==> config.mk <==
export PLATFORM = sky130hd
export DESIGN_NAME = branch_resolve_unit_flat
export DESIGN_NICKNAME = d
export VERILOG_FILES = /design/src/rtl/bp_pkg.sv /design/src/rtl/branch_resolve_unit_if.sv /design/src/rtl/bp_table.sv /design/src/rtl/branch_resolve_unit.sv /design/src/flat_wrapper.sv
export SDC_FILE = /design/constraint.sdc
export NUM_CORES = 1
export LEC_CHECK = 0
export CAP_MARGIN = 5
export CORE_MARGIN = 5
export CORE_UTILIZATION = 40
export CTS_BUF_LIST = sky130_fd_sc_hd__clkbuf_2 sky130_fd_sc_hd__clkbuf_4 sky130_fd_sc_hd__clkbuf_8
export CTS_CLUSTER_DIAMETER = 60
export DETAILED_ROUTE_END_ITERATION = 6
export PLACE_DENSITY = 0.52
export SLEW_MARGIN = 20
export SYNTH_ARGS = -nofsm -noshare
export SYNTH_HDL_FRONTEND = slang
export SYNTH_SLANG_ARGS = --single-unit
==> constraint.sdc <==
create_clock -name stg_clk -period 6.2 [get_ports stg_clk]
set_clock_uncertainty 0.2 [all_clocks]
set_input_delay 0.93 -clock stg_clk [delete_from_list [all_inputs] [get_ports stg_clk]]
set_output_delay 0.93 -clock stg_clk [all_outputs]
set_load 0.02 [all_outputs]
==> src/rtl/bp_pkg.sv <==
// bp_pkg
// Shared definitions for the branch resolution stage and its branch target table:
//   - branch flag encodings carried in the A/D pipeline latch
//   - 2-bit predictor counter constants
//   - resolve-stage state enum (RUN / SQUASH)
//   - saturating counter update helper
package bp_pkg;

  // Branch flag encodings produced by decode
  localparam logic [1:0] FLAG_NONE      = 2'b00;
  localparam logic [1:0] FLAG_TAKEN     = 2'b01;
  localparam logic [1:0] FLAG_NOT_TAKEN = 2'b10;
  localparam logic [1:0] FLAG_JUMP      = 2'b11;

  // Two-bit predictor counter values (strongly/weakly not-taken/taken)
  localparam logic [1:0] CNT_SNT   = 2'b00;
  localparam logic [1:0] CNT_WNT   = 2'b01;
  localparam logic [1:0] CNT_WT    = 2'b10;
  localparam logic [1:0] CNT_ST    = 2'b11;
  localparam logic [1:0] CNT_ALLOC = CNT_WT;
  localparam logic [1:0] CNT_RESET = CNT_WNT;

  typedef enum logic {
    RUN    = 1'b0,
    SQUASH = 1'b1
  } bru_state_e;

  // Saturating step of the counter toward the resolved direction
  function automatic logic [1:0] cnt_update(input logic [1:0] cnt, input logic taken);
    logic [1:0] res;
    if (taken) res = (cnt == CNT_ST)  ? CNT_ST  : cnt + 2'd1;
    else       res = (cnt == CNT_SNT) ? CNT_SNT : cnt - 2'd1;
    return res;
  endfunction

endpackage

==> src/rtl/branch_resolve_unit_if.sv <==
// branch_resolve_unit_if
// Bundles the resolve-stage record inputs, the fetch lookup port and the
// flush/redirect/statistics outputs.
//   master : pipeline side (drives the record and lookup_pc, observes results)
//   slave  : branch_resolve_unit
interface branch_resolve_unit_if;
  logic        stg_ena;
  logic [31:0] in_pc;
  logic [31:0] in_target;
  logic [1:0]  in_flag;
  logic [1:0]  in_counter;
  logic        in_valid;
  logic        in_prediction;
  logic [31:0] lookup_pc;
  logic        lookup_valid;
  logic [1:0]  lookup_counter;
  logic [31:0] lookup_target;
  logic        lookup_prediction;
  logic        flush;
  logic [31:0] redirect_pc;
  logic [15:0] mispredict_count;

  modport master (
    output stg_ena, in_pc, in_target, in_flag, in_counter, in_valid, in_prediction, lookup_pc,
    input  lookup_valid, lookup_counter, lookup_target, lookup_prediction,
           flush, redirect_pc, mispredict_count
  );

  modport slave (
    input  stg_ena, in_pc, in_target, in_flag, in_counter, in_valid, in_prediction, lookup_pc,
    output lookup_valid, lookup_counter, lookup_target, lookup_prediction,
           flush, redirect_pc, mispredict_count
  );
endinterface

==> src/rtl/bp_table.sv <==
// bp_table
// Direct-mapped branch target table. One synchronous write port, one
// combinational read port with tag compare. No write-to-read bypass: a read
// in the same cycle as a write to that index sees the old contents.
// Ports:
//   stg_clk, reset        clock, asynchronous active-low reset
//   wr_en/idx/tag/cnt/tgt write port (valid is set on every write)
//   rd_idx/rd_tag         read address
//   rd_hit                entry valid and tag match
//   rd_cnt/rd_tgt         stored counter/target of the indexed entry
module bp_table
  import bp_pkg::*;
#(
  parameter int IDX_W = 4
) (
  input  logic              stg_clk,
  input  logic              reset,
  input  logic              wr_en,
  input  logic [IDX_W-1:0]  wr_idx,
  input  logic [29-IDX_W:0] wr_tag,
  input  logic [1:0]        wr_cnt,
  input  logic [31:0]       wr_tgt,
  input  logic [IDX_W-1:0]  rd_idx,
  input  logic [29-IDX_W:0] rd_tag,
  output logic              rd_hit,
  output logic [1:0]        rd_cnt,
  output logic [31:0]       rd_tgt
);
  localparam int ENTRIES = 2 ** IDX_W;

  logic              r_valid [ENTRIES];
  logic [29-IDX_W:0] r_tag   [ENTRIES];
  logic [1:0]        r_cnt   [ENTRIES];
  logic [31:0]       r_tgt   [ENTRIES];

  // Entry storage: reset clears every entry to invalid with a weakly
  // not-taken counter; afterwards a single entry is rewritten per cycle.
  always_ff @(posedge stg_clk or negedge reset) begin
    if (!reset) begin
      for (int i = 0; i < ENTRIES; i++) begin
        r_valid[i] <= 1'b0;
        r_tag[i]   <= '0;
        r_cnt[i]   <= CNT_RESET;
        r_tgt[i]   <= '0;
      end
    end else if (wr_en) begin
      r_valid[wr_idx] <= 1'b1;
      r_tag[wr_idx]   <= wr_tag;
      r_cnt[wr_idx]   <= wr_cnt;
      r_tgt[wr_idx]   <= wr_tgt;
    end
  end

  // Combinational read for fetch; counter/target are returned even on a
  // miss so fetch can see the raw entry.
  assign rd_hit = r_valid[rd_idx] && (r_tag[rd_idx] == rd_tag);
  assign rd_cnt = r_cnt[rd_idx];
  assign rd_tgt = r_tgt[rd_idx];

endmodule

==> src/rtl/branch_resolve_unit.sv <==
// branch_resolve_unit
// Resolves the branch record from the A/D latch, pulses flush with the
// correct redirect PC on a misprediction, counts mispredictions (saturating)
// and writes the updated predictor state into bp_table. After a flush the
// next FLUSH_DEPTH stage-enabled records are wrong-path and are squashed.
// Ports:
//   stg_clk  stage clock (rising edge)
//   reset    asynchronous active-low reset
//   bus      branch_resolve_unit_if.slave: record in, lookup port,
//            flush/redirect_pc/mispredict_count out
module branch_resolve_unit
  import bp_pkg::*;
#(
  parameter int IDX_W       = 4,
  parameter int FLUSH_DEPTH = 2
) (
  input  logic                 stg_clk,
  input  logic                 reset,
  branch_resolve_unit_if.slave bus
);
  localparam int CNT_W = (FLUSH_DEPTH < 1) ? 1 : $clog2(FLUSH_DEPTH + 1);
  localparam logic [CNT_W-1:0] SQ_LOAD = CNT_W'(FLUSH_DEPTH);
  localparam logic [CNT_W-1:0] SQ_ONE  = CNT_W'(1);

  bru_state_e       r_state, w_state_nxt;
  logic [CNT_W-1:0] r_sq_cnt, w_sq_cnt_nxt;
  logic             r_flush;
  logic [31:0]      r_redirect;
  logic [15:0]      r_mcount;

  logic             w_live, w_actual, w_pred, w_mispredict, w_wr_en;
  logic [1:0]       w_wr_cnt;
  logic [31:0]      w_redirect;
  logic             w_rd_hit;
  logic [1:0]       w_rd_cnt;
  logic [31:0]      w_rd_tgt;
  logic             w_unused_lookup;

  // Byte-offset bits of the fetch PC never address the table
  assign w_unused_lookup = ^bus.lookup_pc[1:0];

  // State register: squash countdown survives stalls and is cleared by reset
  always_ff @(posedge stg_clk or negedge reset) begin
    if (!reset) begin
      r_state  <= RUN;
      r_sq_cnt <= '0;
    end else begin
      r_state  <= w_state_nxt;
      r_sq_cnt <= w_sq_cnt_nxt;
    end
  end

  // Next state: a mispredict arms the squash window; each enabled cycle in
  // SQUASH burns one wrong-path slot regardless of the record's flag.
  always_comb begin
    w_state_nxt  = r_state;
    w_sq_cnt_nxt = r_sq_cnt;
    case (r_state)
      RUN: begin
        if (w_mispredict && (FLUSH_DEPTH != 0)) begin
          w_state_nxt  = SQUASH;
          w_sq_cnt_nxt = SQ_LOAD;
        end
      end
      SQUASH: begin
        if (bus.stg_ena) begin
          if (r_sq_cnt <= SQ_ONE) begin
            w_state_nxt  = RUN;
            w_sq_cnt_nxt = '0;
          end else begin
            w_sq_cnt_nxt = r_sq_cnt - SQ_ONE;
          end
        end
      end
      default: begin
        w_state_nxt  = RUN;
        w_sq_cnt_nxt = '0;
      end
    endcase
  end

  // Resolution: the counter update uses the counter carried from fetch, not
  // the current table contents, so older in-flight updates can be overwritten.
  always_comb begin
    w_live       = bus.stg_ena && (bus.in_flag != FLAG_NONE) && (r_state == RUN);
    w_actual     = (bus.in_flag == FLAG_TAKEN) || (bus.in_flag == FLAG_JUMP);
    w_pred       = bus.in_valid && bus.in_prediction;
    w_mispredict = w_live && (w_pred != w_actual);
    w_wr_en      = w_live && (bus.in_valid || w_actual);
    w_redirect   = w_actual ? bus.in_target : bus.in_pc + 32'd4;
    if (bus.in_flag == FLAG_JUMP)
      w_wr_cnt = CNT_ST;
    else if (bus.in_valid)
      w_wr_cnt = cnt_update(bus.in_counter, w_actual);
    else
      w_wr_cnt = CNT_ALLOC;
  end

  // Registered outputs: flush is a single-cycle pulse; redirect_pc keeps the
  // last redirect; the statistics counter sticks at all-ones.
  always_ff @(posedge stg_clk or negedge reset) begin
    if (!reset) begin
      r_flush    <= 1'b0;
      r_redirect <= '0;
      r_mcount   <= '0;
    end else begin
      r_flush <= w_mispredict;
      if (w_mispredict) begin
        r_redirect <= w_redirect;
        if (r_mcount != 16'hFFFF) r_mcount <= r_mcount + 16'd1;
      end
    end
  end

  bp_table #(
    .IDX_W (IDX_W)
  ) u_table (
    .stg_clk (stg_clk),
    .reset   (reset),
    .wr_en   (w_wr_en),
    .wr_idx  (bus.in_pc[IDX_W+1:2]),
    .wr_tag  (bus.in_pc[31:IDX_W+2]),
    .wr_cnt  (w_wr_cnt),
    .wr_tgt  (bus.in_target),
    .rd_idx  (bus.lookup_pc[IDX_W+1:2]),
    .rd_tag  (bus.lookup_pc[31:IDX_W+2]),
    .rd_hit  (w_rd_hit),
    .rd_cnt  (w_rd_cnt),
    .rd_tgt  (w_rd_tgt)
  );

  assign bus.lookup_valid      = w_rd_hit;
  assign bus.lookup_counter    = w_rd_cnt;
  assign bus.lookup_target     = w_rd_tgt;
  assign bus.lookup_prediction = w_rd_hit && w_rd_cnt[1];
  assign bus.flush             = r_flush;
  assign bus.redirect_pc       = r_redirect;
  assign bus.mispredict_count  = r_mcount;

endmodule

==> src/flat_wrapper.sv <==
// flat-port wrapper written by rule: the top's interface ports become plain ports
module branch_resolve_unit_flat import bp_pkg::*;
#(
  parameter int IDX_W       = 4,
  parameter int FLUSH_DEPTH = 2
)
  (stg_clk, reset, bus_stg_ena, bus_in_pc, bus_in_target, bus_in_flag, bus_in_counter, bus_in_valid, bus_in_prediction, bus_lookup_pc, bus_lookup_valid, bus_lookup_counter, bus_lookup_target, bus_lookup_prediction, bus_flush, bus_redirect_pc, bus_mispredict_count);
  branch_resolve_unit_if bus_i ();
  input  logic stg_clk;
  input  logic reset;
  input wire logic [$bits(bus_i.stg_ena)-1:0] bus_stg_ena;
  input wire logic [$bits(bus_i.in_pc)-1:0] bus_in_pc;
  input wire logic [$bits(bus_i.in_target)-1:0] bus_in_target;
  input wire logic [$bits(bus_i.in_flag)-1:0] bus_in_flag;
  input wire logic [$bits(bus_i.in_counter)-1:0] bus_in_counter;
  input wire logic [$bits(bus_i.in_valid)-1:0] bus_in_valid;
  input wire logic [$bits(bus_i.in_prediction)-1:0] bus_in_prediction;
  input wire logic [$bits(bus_i.lookup_pc)-1:0] bus_lookup_pc;
  output wire logic [$bits(bus_i.lookup_valid)-1:0] bus_lookup_valid;
  output wire logic [$bits(bus_i.lookup_counter)-1:0] bus_lookup_counter;
  output wire logic [$bits(bus_i.lookup_target)-1:0] bus_lookup_target;
  output wire logic [$bits(bus_i.lookup_prediction)-1:0] bus_lookup_prediction;
  output wire logic [$bits(bus_i.flush)-1:0] bus_flush;
  output wire logic [$bits(bus_i.redirect_pc)-1:0] bus_redirect_pc;
  output wire logic [$bits(bus_i.mispredict_count)-1:0] bus_mispredict_count;
  assign bus_i.stg_ena = bus_stg_ena;
  assign bus_i.in_pc = bus_in_pc;
  assign bus_i.in_target = bus_in_target;
  assign bus_i.in_flag = bus_in_flag;
  assign bus_i.in_counter = bus_in_counter;
  assign bus_i.in_valid = bus_in_valid;
  assign bus_i.in_prediction = bus_in_prediction;
  assign bus_i.lookup_pc = bus_lookup_pc;
  assign bus_lookup_valid = bus_i.lookup_valid;
  assign bus_lookup_counter = bus_i.lookup_counter;
  assign bus_lookup_target = bus_i.lookup_target;
  assign bus_lookup_prediction = bus_i.lookup_prediction;
  assign bus_flush = bus_i.flush;
  assign bus_redirect_pc = bus_i.redirect_pc;
  assign bus_mispredict_count = bus_i.mispredict_count;
  branch_resolve_unit #(.IDX_W(IDX_W), .FLUSH_DEPTH(FLUSH_DEPTH)) u_core (.stg_clk(stg_clk), .reset(reset), .bus(bus_i));
endmodule
==> results of run 1 <==
==> layout by cell type, fill, tap and decap left out, types with 14 or more instances in the layout <==
| cell type | count |
|---|---|
| mux2i_1 | 79 |
| clkbuf_4 | 68 |
| nand4_1 | 14 |
| inv_1 | 17 |
| dfstp_2 | 16 |
| nand3_1 | 22 |
| o21ai_0 | 76 |
| mux4_2 | 252 |
| nand2b_1 | 25 |
| mux2_2 | 944 |
| nor2_1 | 39 |
| clkdlybuf4s50_1 | 179 |
| xor2_1 | 44 |
| buf_12 | 20 |
| xnor2_1 | 30 |
| a21oi_1 | 28 |
| dfrtp_1 | 1012 |
| nand2_1 | 103 |
| a22oi_1 | 14 |
| nand2_4 | 16 |
| buf_4 | 61 |
| clkbuf_8 | 217 |
==> through the flow <==
step	hold WS (ps)	cells
final	258	4979
after global routing	269	4975
after CTS	266	4973
after detailed placement	249	4662
after global placement	244	4662
after floorplan	229	3141
==> cells by family (layout without fill, tap and decap cells) <==
kind of cell | count (synthesis) | after routing | synth area share
AOI/OAI and AO/OA | 170 | 170 | 0.0223
buffers and inverters | 299 | 595 | 0.0261
xor gates and xnor gates | 74 | 74 | 0.0137
muxes | 1278 | 1278 | 0.363
adders and majority gates | 5 | 5 | 0.00132
DFF | 1028 | 1028 | 0.544
and+or+nand+nor | 287 | 287 | 0.0302
other | 0 | 6 | 0
==> sequential cells by signal, summed over array words and instances, names as in the netlist <==
register and count:
u_core.u_table.r_tag 416, u_core.r_sq_cnt 2, u_core.u_table.r_cnt 32, u_core.u_table.r_tgt 512, u_core.bus.redirect_pc 32, u_core.u_table.r_valid 16
u_core.bus.flush 1, u_core.r_state 1, u_core.bus.mispredict_count 16
==> final timing paths <==
path	from	end	cells after the start
worst max-delay path	bus_lookup_pc[2]	bus_lookup_valid	9
worst min-delay path	u_core.u_table.r_valid[1]$_DFFE_PN0P_	u_core.u_table.r_valid[1]$_DFFE_PN0P_	1
worst max register to register	u_core.r_state$_DFF_PN0_	u_core.u_table.r_tag[126]$_DFFE_PN0P_	6
worst min register to register	u_core.u_table.r_valid[1]$_DFFE_PN0P_	u_core.u_table.r_valid[1]$_DFFE_PN0P_	1
max in group asynchronous	reset	u_core.u_table.r_tgt[243]$_DFFE_PN0P_	3
min in group asynchronous	reset	u_core.u_table.r_tgt[453]$_DFFE_PN0P_	2
==> report_power, final <==
group | switching [mW] | total (mW) | internal [mW]
Clock | 2.80 | 6.37 | 3.57
Sequential | 1.13 | 10.1 | 8.97
Combinational | 2.09 | 5.19 | 3.10
Total | 6.02 | 21.7 | 15.6
==> cell type report <==
cell class | instances | area [um^2] | area share
clock buffers | 285 | 3500 | 0.0640
diodes | 6 | 15.0 | 0.000275
multi-input cells | 1814 | 20500 | 0.375
inverters | 18 | 70.1 | 0.00128
well taps | 1536 | 1920 | 0.0352
repair buffers | 267 | 2730 | 0.0499
flip-flops and latches | 1028 | 25700 | 0.471
clock inverters | 25 | 195 | 0.00357
==> layer usage <==
metal,GRT usage,vias to the layer above
li1,-,11965
met1,0.312,15332
met2,0.353,693
met3,0.0466,195
met4,0.0627,0
met5,0,-
==> repair_timing <==
item / in CTS / in global routing
hold endpoints to repair: 70 / 0
gates resized for setup: 0 / 0
hold buffers: 1 / 0
==> impl_metrics.json, run 1 <==
{
  "crit_type": "primary input to primary output",
  "cp-end-kind": "primary output",
  "synthDistinctLibCells": 68,
  "syn_area_um2": 47300,
  "clockBufferDepth": 3,
  "core_area_um2": 118000,
  "cts_sinks": 1028,
  "drc": 0,
  "synth_seq_cells": 1028,
  "die-area_um2": 125000,
  "via_count": 28185,
  "finalPower_mw": 21.7,
  "required_ps": 5070,
  "ys_async_sr_fraction": 1.00,
  "maxCapViolations": 0,
  "max_freq_mhz": 176,
  "fin_tns_setup_ps": 0,
  "fin_ws_ps": 520,
  "synth_area_leaders": "dfrtp_1, mux2_2, mux4_2",
  "ant_nets": 0,
  "gp_congestion": 0.830,
  "post-cts-setup-buffers": 0,
  "top_layer_used": "met4",
  "wl_met2_mm": 65.3,
  "drive_gt1_frac": 0.475,
  "dieHeight_um": 354,
  "io_pins": 190,
  "synthFlopType": "dfrtp_1",
  "htree_levels": 4,
  "dp_hpwl_mm": 83.0,
  "grt_pass1_wl_mm": 207,
  "hold_viol": 0,
  "synth_top_cell_by_area": "dfrtp_1",
  "m1WireLength_mm": 62.7,
  "tritoncts": "yes",
  "die_w_um": 354,
  "crit_arrival_ps": 4550,
  "yosysWarnings": 0,
  "synth_seq_area_share": 0.544,
  "numCtsBuffers": 179,
  "wl_per_cell_um": 27.8,
  "drtIter0Drc": 1992,
  "relSlewSlack": 0.320,
  "path_clk_slew_ps": 50,
  "rrSetupSlack_ps": 2960,
  "syn_avg_cell_area_um2": 15.1,
  "cp.buffers_inverters": 3,
  "critPathLaunchType": "primary input",
  "setup_violations": 0,
  "grt_usage": 0.222,
  "area_delta_synth_final_pct": 15.5,
  "ir_drop_mv": 0.199,
  "crit_family": "buffers and inverters",
  "clock-root-buffer": "clkbuf_8",
  "hold_class": "register to register",
  "met3_length_mm": 7.34,
  "rows": 126,
  "yosysTopAreaCellShare": 0.535,
  "grt_pass1_vias": 30994,
  "synth_nets": 3251,
  "finish.instance_area_um2": 54700,
  "powerDensity_nw_per_um2": 396,
  "leakage_nw": 24.9,
  "drv_slew": 0,
  "post-route-period-util": 0.916,
  "synthCells": 3141,
  "utilization": 0.464,
  "finalCriticalPeriod_ps": 5680,
  "crit_path_top_delay_cell": "buf_8",
  "cpPeakStageDelay_ps": 680,
  "first_pass_iters": 5,
  "initial_core_util": 0.402,
  "status": "completed",
  "num-fill-cells": 10308,
  "io_buffer_count": 187,
  "cp_cell_sequence": "buf_8, buf_4, mux2i_1, mux2i_1, xor2_1, nor3_1, nand3_2, nor3_1, buf_4",
  "max_slew.worst_pin.slew_ps": 1020,
  "rsz0062_at_grt": "false",
  "dp_slack_ps": 523,
  "fin_nets": 3418,
  "dpl-instance-area_um2": 51000,
  "viasPerCell": 5.66,
  "clk_latency_ps": 850,
  "crit_fanout": 81,
  "synth_edf_count": 0,
  "overflow": 0,
  "antenna_found_initial": 12,
  "grt_max_degree": 165,
  "drt-total-wl_mm": 139,
  "synth.most_common_cell": "dfrtp_1",
  "synth_commonest_cells": "dfrtp_1, mux2_2, mux4_2, clkbuf_1, nand2_1"
}
(Power assumes the default switching activity.)
==> run 2, diff against run 1 <==
Settings changed: ABC_CLOCK_PERIOD_IN_PS set to 6200, CTS_CLUSTER_SIZE set to 28, SYNTH_HIERARCHICAL set to 1.
==> run 2 against run 1 <==
  * Synthesized cell count is 4.5% lower
  * Largest power group unchanged
  * Largest cell class unchanged
  * First-iteration DRC count fell by 7.2%
  * Sequential share of layout area is 1.0 points higher
  * Power decreased by 4.9%
  * Count of clock-buffer cells in the layout decreased by 173
  * Highest routed layer is now met5
==> impl_metrics.json, run 2 <==
{
  "yosysTopAreaCellShare": 0.537,
  "clockBufferDepth": 3,
  "cp-end-kind": "primary output",
  "crit_type": "primary input to primary output",
  "crit_family": "simple AND/OR/NAND/NOR gates",
  "regMostFlops": "u_core/u_table/r_tgt",
  "wl_per_cell_um": 28.7,
  "crit_fanout": 23,
  "ys_async_sr_fraction": 1.00,
  "clock-root-buffer": "clkbuf_8",
  "synth_top_cell_by_area": "dfrtp_1",
  "min_to": "u_core/u_table/r_valid[1]$_DFFE_PN0P_",
  "dpl-instance-area_um2": 50800,
  "synth_commonest_cells": "dfrtp_1, mux2_2, mux4_2, clkbuf_1, nand2_1",
  "cp_cell_sequence": "buf_8, buf_4, mux4_2, a22oi_1, nand4_1, o221ai_1, buf_4, nand4_1, or4_1, nor4_4, buf_4, and2_1, clkdlybuf4s50_1",
  "setup_violations": 0,
  "die-area_um2": 125000,
  "worstHoldStart": "u_core/u_table/r_valid[1]$_DFFE_PN0P_",
  "area_delta_synth_final_pct": 13.5,
  "ant_nets": 0,
  "synth_seq_cells": 1028,
  "drv_slew": 0,
  "ir_drop_mv": 0.181,
  "synth_area_leaders": "dfrtp_1, mux2_2, mux4_2",
  "finish.instance_area_um2": 53500,
  "grt_usage": 0.218,
  "synth_edf_count": 0,
  "comb_power_share": 0.252,
  "grt_max_degree": 177,
  "rsz0062_at_grt": "false",
  "io_pins": 190,
  "seq_area_um2": 25700,
  "crit_arrival_ps": 4860,
  "powerDensity_nw_per_um2": 385,
  "gp_congestion": 0.836,
  "dp_hpwl_mm": 82.7,
  "finalCriticalPeriod_ps": 5990,
  "first_pass_iters": 6,
  "path_clk_slew_ps": 110,
  "io_buffer_count": 187,
  "rrSetupSlack_ps": 2660,
  "hold_ws_ps": 272,
  "rows": 126,
  "hold_viol": 0,
  "die_w_um": 353,
  "yosysWarnings": 6,
  "crit_path_top_delay_cell": "or4_1",
  "mostFrequentLayoutCells": "dfrtp_1, mux2_2, mux4_2",
  "cp_common_cell": "buf_4",
  "status": "completed",
  "multi_input_area_um2": 20300,
  "num-fill-cells": 10254,
  "via_count": 27277,
  "top_regs": "u_core/u_table/r_tgt x512, u_core/u_table/r_tag x416",
  "max_freq_mhz": 167,
  "synthDistinctLibCells": 67,
  "largest_register_ffs": 512,
  "post-cts-setup-buffers": 0,
  "synthFlopType": "dfrtp_1",
  "antenna_found_initial": 10,
  "drive_gt1_frac": 0.493,
  "p_sw_mw": 6.03,
  "cts_sinks": 1028,
  "critPathLaunchType": "primary input",
  "drc": 0,
  "final_common_cell": "dfrtp_1",
  "pwr-share-seq": 0.491,
  "viasPerCell": 5.72,
  "hold_class": "register to register",
  "synth_nets": 3108,
  "grt_pass1_wl_mm": 204,
  "initial_core_util": 0.401,
  "drtIter0Drc": 1849,
  "post-route-period-util": 0.966,
  "syn_avg_cell_area_um2": 15.7,
  "htree_levels": 3,
  "hold_depth": 1,
  "synth_seq_area_share": 0.546,
  "required_ps": 5070,
  "grt_pass1_vias": 29992,
  "swShare": 0.293,
  "relSlewSlack": 0.263,
  "pwr-share-clk": 0.257,
  "intPower_mw": 14.6,
  "fin_nets": 3242,
  "cp.buffers_inverters": 5,
  "drt-total-wl_mm": 137,
  "core_area_um2": 118000,
  "clk_latency_ps": 770,
  "r2r_cells": 6,
  "cpPeakStageDelay_ps": 670,
  "leakage_nw": 23.5,
  "reg2reg_to": "u_core/u_table/r_tag[271]$_DFFE_PN0P_",
  "syn_area_um2": 47100,
  "maxCapViolations": 0,
  "reg2reg_from": "u_core/r_state$_DFF_PN0_",
  "synth.most_common_cell": "dfrtp_1",
  "tritoncts": "yes",
  "max_slew.worst_pin.slew_ps": 1110,
  "overflow": 0,
  "synthCells": 3001,
  "dieHeight_um": 353,
  "numCtsBuffers": 103
}
## run 2: cell types whose count changed after synthesis, moves of 16 or more
cell and delta:
mux2_2 +20, xor2_1 -16, clkbuf_1 -35, o21ai_0 -48
nand2_1 -40, mux2i_1 -37, mux4_2 +27
## run 2: how the worst max path moves through the flow
stage          depth (start not counted)        startpoint                    end  slack (ps)
6_report                              13  bus_lookup_pc[2]  bus_lookup_prediction         210
5_1_grt                               13  bus_lookup_pc[2]  bus_lookup_prediction          60
4_1_cts                               12  bus_lookup_pc[2]  bus_lookup_prediction          30
3_5_place_dp                          12  bus_lookup_pc[2]  bus_lookup_prediction        -470
3_3_place_gp                          12  bus_lookup_pc[2]  bus_lookup_prediction        -480
2_1_floorplan                          8  bus_lookup_pc[4]  bus_lookup_prediction        1150
## run 2: cells by family (layout without fill, tap and decap cells)
| logic type | count (synthesis) | after routing | share of synthesized area |
|---|---|---|---|
| compound gates | 113 | 113 | 0.0158 |
| xor+xnor | 69 | 69 | 0.0128 |
| fa+ha+maj | 3 | 3 | 0.000743 |
| buf+inv | 270 | 493 | 0.0247 |
| flops | 1028 | 1028 | 0.546 |
| mux | 1287 | 1287 | 0.373 |
| other cells | 0 | 5 | 0 |
| simple gates | 231 | 231 | 0.0264 |
## run 2: final cells by class
| cell class | instances | share of cell area |
|---|---|---|
| Multi-Input combinational cell | 1703 | 0.380 |
| Clock buffer | 112 | 0.0282 |
| Tap cell | 1536 | 0.0359 |
| Clock inverter | 82 | 0.0208 |
| Sequential cell | 1028 | 0.481 |
| Inverter | 21 | 0.00152 |
| Timing Repair Buffer | 278 | 0.0515 |
| Antenna cell | 5 | 0.000234 |
## run 2: metal layers
layer  global-route usage  wire length, um
met1                0.305            61700
met2                0.364            66800
met3               0.0321             5770
met4               0.0463             2390
met5                    0               63
## run 2: power by group through the flow
stage          logic (mW)  clock network, mW  registers, mW
6_report             5.20               5.29           10.1
5_1_grt              5.60               5.71           10.3
4_1_cts              5.27               5.46           10.1
3_5_place_dp         5.25                  0           10.2
3_3_place_gp         5.07                  0           10.0
2_1_floorplan        3.62                  0           9.89
## run 2: timing repair
action	in CTS	in global routing
gates resized for setup	3	3
hold buffers	1	0
pin swaps	0	0
endpoints found under the setup margin	1	1
hold endpoints to repair	6	0
## run 2: per-stage QoR
stage                      util  setup TNS (ps)  worst slack [ps]  total power [mW]  cells
after floorplan               -               0              1150              13.5   3001
after global placement    0.432            -477              -477              15.1   4565
after detailed placement  0.432            -475              -475              15.5   4565
after CTS                 0.455               0              34.2              20.8   4760
after global routing      0.455               0              56.4              21.7   4762
final                     0.455               0               211              20.6   4765
